$ cat src/rtl/datapath_pkg.sv
// Shared datapath types for the scalar writeback path: request payload,
// source identifiers and the default ALU anti-starvation threshold.
package datapath_pkg;

    localparam int WB_REG_W        = 5;
    localparam int WB_DATA_W       = 32;
    localparam int WB_STARVE_LIMIT = 4;
    localparam int WB_CNT_W        = 4;

    typedef struct packed {
        logic [WB_REG_W-1:0]  rd;
        logic [WB_DATA_W-1:0] data;
    } wb_req_t;

    typedef enum logic {
        WB_SRC_LOAD = 1'b0,
        WB_SRC_ALU  = 1'b1
    } wb_src_e;

    function automatic logic [WB_CNT_W-1:0] sat_inc(input logic [WB_CNT_W-1:0] v);
        return (v == {WB_CNT_W{1'b1}}) ? v : v + 1'b1;
    endfunction

endpackage

$ cat src/rtl/wb_slot.sv
// One-entry holding register for a functional-unit result awaiting the
// register-file write port. A pop and a new accept may occur in the same cycle.
module wb_slot
    import datapath_pkg::*;
#(
    parameter type req_t = wb_req_t
) (
    input  logic CLK,
    input  logic RST,
    input  logic in_valid,
    output logic in_ready,
    input  req_t in_req,
    input  logic pop,
    output logic full,
    output req_t out_req
);

    logic full_q;
    req_t req_q;
    logic accept;

    // Ready is a function of slot state only, never of in_valid.
    assign in_ready = !RST && (!full_q || pop);
    assign accept   = in_valid && in_ready;

    // NOTE: sequential state uses non-blocking assignments so every flop samples pre-edge values.
    always_ff @(posedge CLK) begin
        if (RST) begin
            full_q <= 1'b0;
        end else if (accept) begin
            full_q <= 1'b1;
        end else if (pop) begin
            full_q <= 1'b0;
        end
    end

    // NOTE: the payload is not reset; full_q qualifies it, so resetting wide data only costs routing.
    always_ff @(posedge CLK) begin
        if (accept) begin
            req_q <= in_req;
        end
    end

    assign full    = full_q;
    assign out_req = req_q;

endmodule

$ cat src/rtl/wb_arbiter.sv
// Arbitrates the scalar register-file write port between the load unit and the
// ALU: load-preferred priority with a saturating ALU starvation override.
module wb_arbiter
    import datapath_pkg::*;
#(
    parameter int REG_W        = WB_REG_W,
    parameter int DATA_W       = WB_DATA_W,
    parameter int STARVE_LIMIT = WB_STARVE_LIMIT
) (
    input  logic              CLK,
    input  logic              RST,
    input  logic              load_valid,
    output logic              load_ready,
    input  logic [REG_W-1:0]  load_rd,
    input  logic [DATA_W-1:0] load_data,
    input  logic              alu_valid,
    output logic              alu_ready,
    input  logic [REG_W-1:0]  alu_rd,
    input  logic [DATA_W-1:0] alu_data,
    output logic              wb_en,
    output logic [REG_W-1:0]  wb_rd,
    output logic [DATA_W-1:0] wb_data,
    output logic              load_done,
    output logic              alu_done
);

    typedef struct packed {
        logic [REG_W-1:0]  rd;
        logic [DATA_W-1:0] data;
    } req_t;

    localparam logic [WB_CNT_W-1:0] LIMIT = WB_CNT_W'(STARVE_LIMIT);

    req_t    load_in, alu_in, load_req, alu_req, grant_req;
    logic    load_full, alu_full, load_pop, alu_pop;
    logic    grant_valid;
    wb_src_e grant_src;
    logic [WB_CNT_W-1:0] starve_cnt;

    assign load_in = '{rd: load_rd, data: load_data};
    assign alu_in  = '{rd: alu_rd,  data: alu_data};

    wb_slot #(.req_t(req_t)) u_load_slot (
        .CLK      (CLK),
        .RST      (RST),
        .in_valid (load_valid),
        .in_ready (load_ready),
        .in_req   (load_in),
        .pop      (load_pop),
        .full     (load_full),
        .out_req  (load_req)
    );

    wb_slot #(.req_t(req_t)) u_alu_slot (
        .CLK      (CLK),
        .RST      (RST),
        .in_valid (alu_valid),
        .in_ready (alu_ready),
        .in_req   (alu_in),
        .pop      (alu_pop),
        .full     (alu_full),
        .out_req  (alu_req)
    );

    // NOTE: every output of this block gets a default first so no path infers a latch.
    always_comb begin
        grant_valid = 1'b0;
        grant_src   = WB_SRC_LOAD;
        if (load_full && alu_full) begin
            grant_valid = 1'b1;
            grant_src   = (starve_cnt >= LIMIT) ? WB_SRC_ALU : WB_SRC_LOAD;
        end else if (load_full) begin
            grant_valid = 1'b1;
            grant_src   = WB_SRC_LOAD;
        end else if (alu_full) begin
            grant_valid = 1'b1;
            grant_src   = WB_SRC_ALU;
        end
    end

    assign load_pop  = grant_valid && (grant_src == WB_SRC_LOAD);
    assign alu_pop   = grant_valid && (grant_src == WB_SRC_ALU);
    assign grant_req = (grant_src == WB_SRC_ALU) ? alu_req : load_req;

    // Counts consecutive cycles the ALU waited while load won the port.
    always_ff @(posedge CLK) begin
        if (RST) begin
            starve_cnt <= '0;
        end else if (!alu_full || alu_pop) begin
            starve_cnt <= '0;
        end else if (load_pop) begin
            starve_cnt <= sat_inc(starve_cnt);
        end
    end

    always_ff @(posedge CLK) begin
        if (RST) begin
            wb_en     <= 1'b0;
            wb_rd     <= '0;
            wb_data   <= '0;
            load_done <= 1'b0;
            alu_done  <= 1'b0;
        end else begin
            // x0 writes still retire (done pulses) but never enable the write.
            wb_en     <= grant_valid && (grant_req.rd != '0);
            load_done <= load_pop;
            alu_done  <= alu_pop;
            if (grant_valid) begin
                wb_rd   <= grant_req.rd;
                wb_data <= grant_req.data;
            end
        end
    end

endmodule

$ cat config.mk
export PLATFORM = sky130hd
export DESIGN_NAME = wb_arbiter
export DESIGN_NICKNAME = d
export VERILOG_FILES = /design/src/rtl/datapath_pkg.sv /design/src/rtl/wb_slot.sv /design/src/rtl/wb_arbiter.sv
export SDC_FILE = /design/constraint.sdc
export NUM_CORES = 1
export LEC_CHECK = 0
export CAP_MARGIN = 40
export CORE_UTILIZATION = 40
export CTS_CLUSTER_SIZE = 40
export DETAILED_ROUTE_END_ITERATION = 7
export GPL_TIMING_DRIVEN = 0
export PLACE_DENSITY = 0.72
export SLEW_MARGIN = 20
export SYNTH_ARGS = -nofsm -noshare
export SYNTH_HDL_FRONTEND = slang
export SYNTH_SLANG_ARGS = --single-unit
$ cat constraint.sdc
create_clock -name CLK -period 2.2 [get_ports CLK]
set_input_delay 0.66 -clock CLK [delete_from_list [all_inputs] [get_ports CLK]]
set_output_delay 0.66 -clock CLK [all_outputs]
set_load 0.01 [all_outputs]
-- Yosys cells after proc, flatten, opt, wreduce, memory -nomap -nowiden
Cells that the tools add are included.
- bits of input ports: 78
- memories kept: 0
- bits in writable memories: 0
- output and inout bits: 42
- memory bits (read-only): 0
- word-level logic and storage cells: 46
- latch bits: 0
- flip-flop bits (word level): 120
- $add $sub $neg: 1
- reduce and logical (&&, ||, !) cells: 18
- mux-type cells: 11
- eq/ne operators: 1
- magnitude comparators: 1
- div/mod/pow operators: 0
- multiply operators: 0
- bitwise logic cells: 2
- shift-type cells: 0
- operators by type and width (cell ; count):
    $mux W37 ; 1
    $mux W1 ; 10
    $logic_and A1 B1 Y1 ; 8
    $reduce_bool A5 Y1 ; 1
    $add A4 B1 Y4 const B ; 1
    $eq A4 B4 Y1 const B ; 1
    $ge A4 B3 Y1 const B ; 1
    $reduce_bool A2 Y1 ; 2
    $logic_not A1 Y1 ; 3
    $logic_or A1 B1 Y1 ; 2
    $not A1 Y1 ; 2
    $reduce_and A2 Y1 ; 1
    $reduce_or A2 Y1 ; 1

-- Longest topological paths before layout
Gate-level depths: netlist (run 1).
- depth after elaboration: 9
- depth in mapped cells: 5
- mapped depth without buffers: 4

-- Modules after synthesis
From an unflattened synthesis (run 1), not the netlist that was laid out.
- cells, all modules: 325
- area, all modules: 4306.6 sq um
- by module, submodules not included (module ; area an instance (sq um) ; cells an instance ; instances ; sequential area each (sq um)):
    wb_slot ; 1171.1 ; 42 ; 2 ; 1131.1
    wb_arbiter ; 1964.4 ; 241 ; 1 ; 880.8

-- Worst setup path before layout (run 1)
No wires, ideal clock.
- kind: input-to-reg
- from: input port RST
- to: register u_load_slot.req_q (netlist bit u_load_slot.out_req[0]) (enable)
- stages on the path: 3
- required time: 1.802 ns
- data arrival time: 2.073 ns
- library setup time: 0.398 ns
- setup slack: -0.271 ns
- path through: clkbuf_1 > a31oi_1 > and2_1
- cells in the longest elaborated chain, start to end: 3
- ends and longest elaborated chain (element ; RTL line ; RTL):
    from (decl) ; wb_arbiter.sv:11 ; input logic RST,
    $logic_not A1 Y1 ; wb_slot.sv:23 ; assign in_ready = !RST && (!full_q || pop);
    $logic_and A1 B1 Y1 ; wb_slot.sv:23 ;
    net load_ready ; wb_arbiter.sv:13 ; output logic load_ready,
    $logic_and A1 B1 Y1 ; wb_slot.sv:24 ; assign accept = in_valid && in_ready;
    net u_load_slot.accept ; wb_slot.sv:20 ; logic accept;
    to (signal assigned) ; wb_slot.sv:40 ; req_q <= in_req;
    to (decl) ; wb_slot.sv:19 ; req_t req_q;
The timed path passes the listed nets, and every way through them passes these cells.
A chain may end at the register's enable or synchronous reset.

-- Worst setup path in the final report (run 1)
- from: register starve_cnt[3]
- to: output port load_ready
- cells in the longest elaborated chain, start to end: 7
- ends and longest elaborated chain (element ; RTL line ; RTL):
    from (decl) ; wb_arbiter.sv:38 ; logic [WB_CNT_W-1:0] starve_cnt;
    from (signal assigned) ; wb_arbiter.sv:92 ; starve_cnt <= sat_inc(starve_cnt);
    $ge A4 B3 Y1 ; wb_arbiter.sv:71 ; grant_src = (starve_cnt >= LIMIT) ? WB_SRC_ALU : WB_SRC_LOAD;
    $mux W1 ; wb_arbiter.sv:71 ;
    $mux W1 ; wb_arbiter.sv:69 ; if (load_full && alu_full) begin
    $not A1 Y1 ; wb_arbiter.sv:81 ; assign load_pop = grant_valid && (grant_src == WB_SRC_LOAD);
    $logic_and A1 B1 Y1 ; wb_arbiter.sv:81 ;
    $logic_or A1 B1 Y1 ; wb_slot.sv:23 ;
    $logic_and A1 B1 Y1 ; wb_slot.sv:23 ;
    to (decl) ; wb_arbiter.sv:13 ;
Every way passes these cells.

==> results of run 1 <==
-- logic make-up after synthesis --
logic type               share of synthesized area [%]
other                                          0.09375
AND/OR/NAND/NOR                                  8.602
adder cells (fa/ha/maj)                         0.3127
buffers and inverters                            1.845
AO/OA/AOI/OAI                                    10.57
flip-flops                                       78.57
-- critical path: stages (launching register included) --
cell,delay (ns)
dfxtp_4,0.36
or2_4,0.25
a31oi_2,0.21
buf_2,0.16
-- cell type report --
type	count	share of cell area (%)
Sequential cell	120	51.93
Multi-Input combinational cell	102	13.32
Inverter	1	0.06177
Tap cell	133	2.738
Buffer	12	1.153
Timing Repair Buffer	123	20.55
Clock inverter	14	3.212
Clock buffer	18	7.041
-- power by group --
part / internal, mW / switching, mW / total (mW)
Combinational: 0.281 / 0.164 / 0.444
Sequential: 2.51 / 0.0491 / 2.56
Clock: 1.88 / 0.987 / 2.86
Total: 4.67 / 1.20 / 5.87
-- registers in the layout, summed over array words and instances, names as in the netlist --
register / count
u_alu_slot.full: 1
u_load_slot.full: 1
alu_done: 1
load_done: 1
u_load_slot.out_req: 37
starve_cnt: 4
wb_rd: 5
wb_en: 1
wb_data: 32
u_alu_slot.out_req: 37
-- metal layers --
layer	vias to the layer above	wire length, um	track usage [%]
met5	-	0	0
met4	0	58	5.604
met3	5	520	6.566
met2	98	4482	30.10
met1	1247	3640	20.71
li1	1208	-	-
-- stage by stage --
stage,cells,TNS (ns)
final,523,0
after global routing,523,-0.007601
after CTS,523,0
after detailed placement,489,-1.704
after global placement,486,-20.60
after floorplan,235,0
-- timing repair --
| action | CTS | global route |
|---|---|---|
| setup endpoints to repair | 2 | 1 |
| gates resized for setup | 18 | 1 |
| buffers inserted | 2 | 0 |
| pin swaps | 1 | 1 |
-- synth_stat cells (3+ instances only) --
library cell / number
buf_6: 3
nor2_1: 4
edfxtp_1: 74
dfxtp_1: 46
clkbuf_1: 5
a221o_1: 37
and2_1: 40
-- final timing paths --
path                          startpoint           to  slack [ns]  cells past startpoint
hold reg to reg   u_alu_slot.out_req[29]  wb_data[29]        0.47                      1
setup reg to reg           starve_cnt[3]  wb_data[15]        0.18                      6
hold / removal    u_alu_slot.out_req[29]  wb_data[29]        0.47                      1
setup / recovery           starve_cnt[3]   load_ready        0.06                      3
==> metrics, run 1 <==
CTS Sinks 120; number of buffers created by CTS 17; Slew @ Worst Pin 0.5302 ns; antenna violation net count after detailed routing 0; Clock Skews 0.009279 ns; Crit Path Max Fanout 3; post-synthesis sequential area ratio 78.57%; # hold bufs at CTS 0; leakage power 2.204 nW; port bufs 118; Storage cell area 3156 um^2; Post-synth EDFFs 74; Die W 102 um; Syn Area/Cell 17.02 um^2; CTS tree built; most area-consuming cells after synthesis edfxtp_1 56%, dfxtp_1 23%, a221o_1 9.3%; via count 2,558; FF+latch count, synth 120; vias in the first global route 2,650; Worst EP required 1.54 ns; CP arrival 1.48 ns; Gate Count Post-Synth 235; period utilisation layout 97.11%; Finished Core Util 62.46%; clk root buf clkbuf_8; ys async rst share 0%; syn nets 314; final slew viol count 0; Residual DRC 0; Synth area leader edfxtp_1; Pre-antenna DRT Iters 4; Nets 456; Hold Slack 0.4683 ns; status completed; Tmin final 2.136 ns; worst rel slew slack 64.65%; # IOs 120; Netlist cell types 25; share of cells above drive strength 1 13.33%; commonest non-fill, non-tap cells in the layout 116 x clkdlybuf4s50_1, 74 x edfxtp_1, 42 x dfxtp_1; row count 36; final setup fails 0; global-route wire length before repair 13,260 um; Pwr Density 966.1 nW/um^2; synth warn 0; multi-input logic area 809.5 um^2; worst setup path category flip-flop to primary output; top cell type's share of synthesized area 55.55%; Initial Utilization 41.11%; Worst VDD drop 0.0005113 V; initial DRC count 81; RSZ-0062 raised after global routing true; worst hold path type flip-flop to flip-flop; Post-Syn Area 4000 um^2; CTS max path bufs 2; gr usage total 17.66%; H-tree depth 4; global route overflow 0; ys flop type edfxtp_1; die height 102 um; pin count of the biggest net entering global routing 22; placed inst area 5413 um^2; Setup WS pre-CTS -0.1123 ns; antenna cells 0; Critical Path End Type primary output; clock transition at the registers of the reported paths 0.06 ns; Hold Vio Cnt, Final 0; launching element type of the critical path flip-flop; Post-Route WL 8702 um; max cap viols 0; fin worst setup slack 0.06366 ns; fill cell count 781; initial antenna violation count 0; maximum clock frequency 468.1 MHz; commonest non-fill, non-tap cell in the layout clkdlybuf4s50_1; core area 9729 um^2; DP HPWL 5625 um; Area Overhead vs Synth 51.92%; wire per inst 16.64 um; Clock Latency Late Sink 0.50 ns; die area 10,400 um^2; RePlAce Congestion 0.8187; Power, Total 5.871 mW; Via density 4.891; Post-Layout Inst Area 6077 um^2
No activity file was read; power rests on OpenSTA's default activity.
==> run 2, diff against run 1 <==
CAP_MARGIN = 20   (was 40)
SLEW_MARGIN = 25   (was 20)
==> metrics, run 2 (synthesis gave the netlist of run 1 again) <==
status completed; worst setup path category flip-flop to primary output; commonest non-fill, non-tap cell in the layout clkdlybuf4s50_1; core area 9729 um^2; via count 2,552; leakage power 2.156 nW; Crit path buffers/inverters 1; r2r startpoint starve_cnt[3]; Initial Utilization 41.11%; CTS max path bufs 2; Sw Ratio 21.14%; power share of the combinational group 7.5%; Nets 452; sequential power share 44.7%; die height 102 um; Critical Path End Type primary output; setup tns final 0 ns; pin count of the biggest net entering global routing 38; clock transition at the registers of the reported paths 0.06 ns; final setup fails 0; number of cells on the worst hold path 1; CTS Sinks 120; internal power 4.518 mW; biggest cell delay along the critical path 0.35 ns; # hold bufs at CTS 0; CP arrival 1.43 ns; DP HPWL 5346 um; Crit Path Max Fanout 5; Endpoint, Worst Hold wb_data[2]; Post-Route WL 8620 um; max cap viols 0; RSZ-0062 raised after global routing false; Residual DRC 0; maximum clock frequency 479.0 MHz; Power, Total 5.729 mW; Area Overhead vs Synth 49.67%; # IOs 120; Tmin final 2.088 ns; Finished Core Util 61.54%; number of buffers created by CTS 17; Clock Skews 0.01310 ns; Clock Latency Late Sink 0.50 ns; CP Depth 3; Via density 4.917; CTS tree built; port bufs 118; RePlAce Congestion 0.8187; commonest non-fill, non-tap cells in the layout 116 x clkdlybuf4s50_1, 74 x edfxtp_1, 42 x dfxtp_1; FF-to-FF path depth 3; Crit path max-delay family flip-flops; initial DRC count 135; Hold Vio Cnt, Final 0; die area 10,400 um^2; Slew @ Worst Pin 1.014 ns; share of cells above drive strength 1 12.44%; initial antenna violation count 0; row count 36; H-tree depth 4; launching element type of the critical path flip-flop; global route overflow 0; Setup WS pre-CTS -0.2064 ns; fin worst setup slack 0.1124 ns; FF-to-FF setup slack 0.18 ns; worst rel slew slack 32.41%; slowest stage cell, crit path dfxtp_2; vias in the first global route 2,615; global-route wire length before repair 13,010 um; period utilisation layout 94.89%; Worst EP required 1.54 ns; Worst VDD drop 0.0007066 V; antenna violation net count after detailed routing 0; Pwr Density 957.0 nW/um^2; final slew viol count 0; Pre-antenna DRT Iters 6; clk root buf clkbuf_8; Psw 1.211 mW; gr usage total 17.41%; hold path start u_alu_slot.out_req[2]; R2R Path End u_load_slot.out_req[31]; worst hold path type flip-flop to flip-flop; Clk pwr share 47.7%; Die W 102 um; antenna cells 0; wire per inst 16.61 um; crit-path cells or2_4, a31oi_4, buf_2
## run 2: changes by cell type in the layout (fill, tap and decap cells not counted), sizes merged
cell    delta
buf        -4
bufinv     -1
clkinv     +1
## run 2: final cells by class
type / instances / area (um^2)
Buffer: 12 / 70.07
Clock buffer: 18 / 417.9
Clock inverter: 14 / 173.9
Fill cell: 769 / 3742
Inverter: 1 / 3.754
Multi-Input combinational cell: 102 / 823.3
Sequential cell: 120 / 3153
Tap cell: 133 / 166.4
Timing Repair Buffer: 119 / 1179
## run 2: how the worst max path moves through the flow
stage / from / end / slack [ns]
2_1_floorplan: RST / u_load_slot.out_req[0] / 0.11
3_3_place_gp: RST / wb_rd[0] / -0.39
3_5_place_dp: RST / u_load_slot.out_req[11] / -0.21
4_1_cts: starve_cnt[3] / load_ready / 0.006
5_1_grt: starve_cnt[2] / alu_ready / 0.01
6_report: starve_cnt[3] / load_ready / 0.11
## run 2: metrics by stage
step | hold slack, ns | cells | cell area (um^2)
floorplan | 0.4483 | 235 | 4003
global placement | 0.4511 | 486 | 5350
detailed placement | 0.4561 | 486 | 5355
CTS | 0.4687 | 519 | 5978
global route | 0.4800 | 519 | 5987
finish | 0.4658 | 519 | 5987
## run 2: repair_timing
item,CTS,global route
setup buffers,1,0
resized for setup,14,5
gates cloned,0,0
pin swaps,2,1
endpoints found under the setup margin,2,2
## run 2: layer usage
metal / track usage (%) / share of wire, % / vias up
met3: 5.609 / 6.5 / 10
li1: - / - / 1194
met4: 7.912 / 1.3 / 0
met1: 20.30 / 41 / 1244
met2: 29.32 / 51 / 104
met5: 0 / 0 / -
## run 2: power groups by stage
stage               Combinational (mW)  Sequential, mW  Clock (mW)
floorplan                        0.118            2.62           0
global placement                 0.423            2.61           0
detailed placement               0.431            2.61           0
CTS                              0.439            2.57        2.78
global route                     0.466            2.57        2.89
finish                           0.432            2.56        2.73
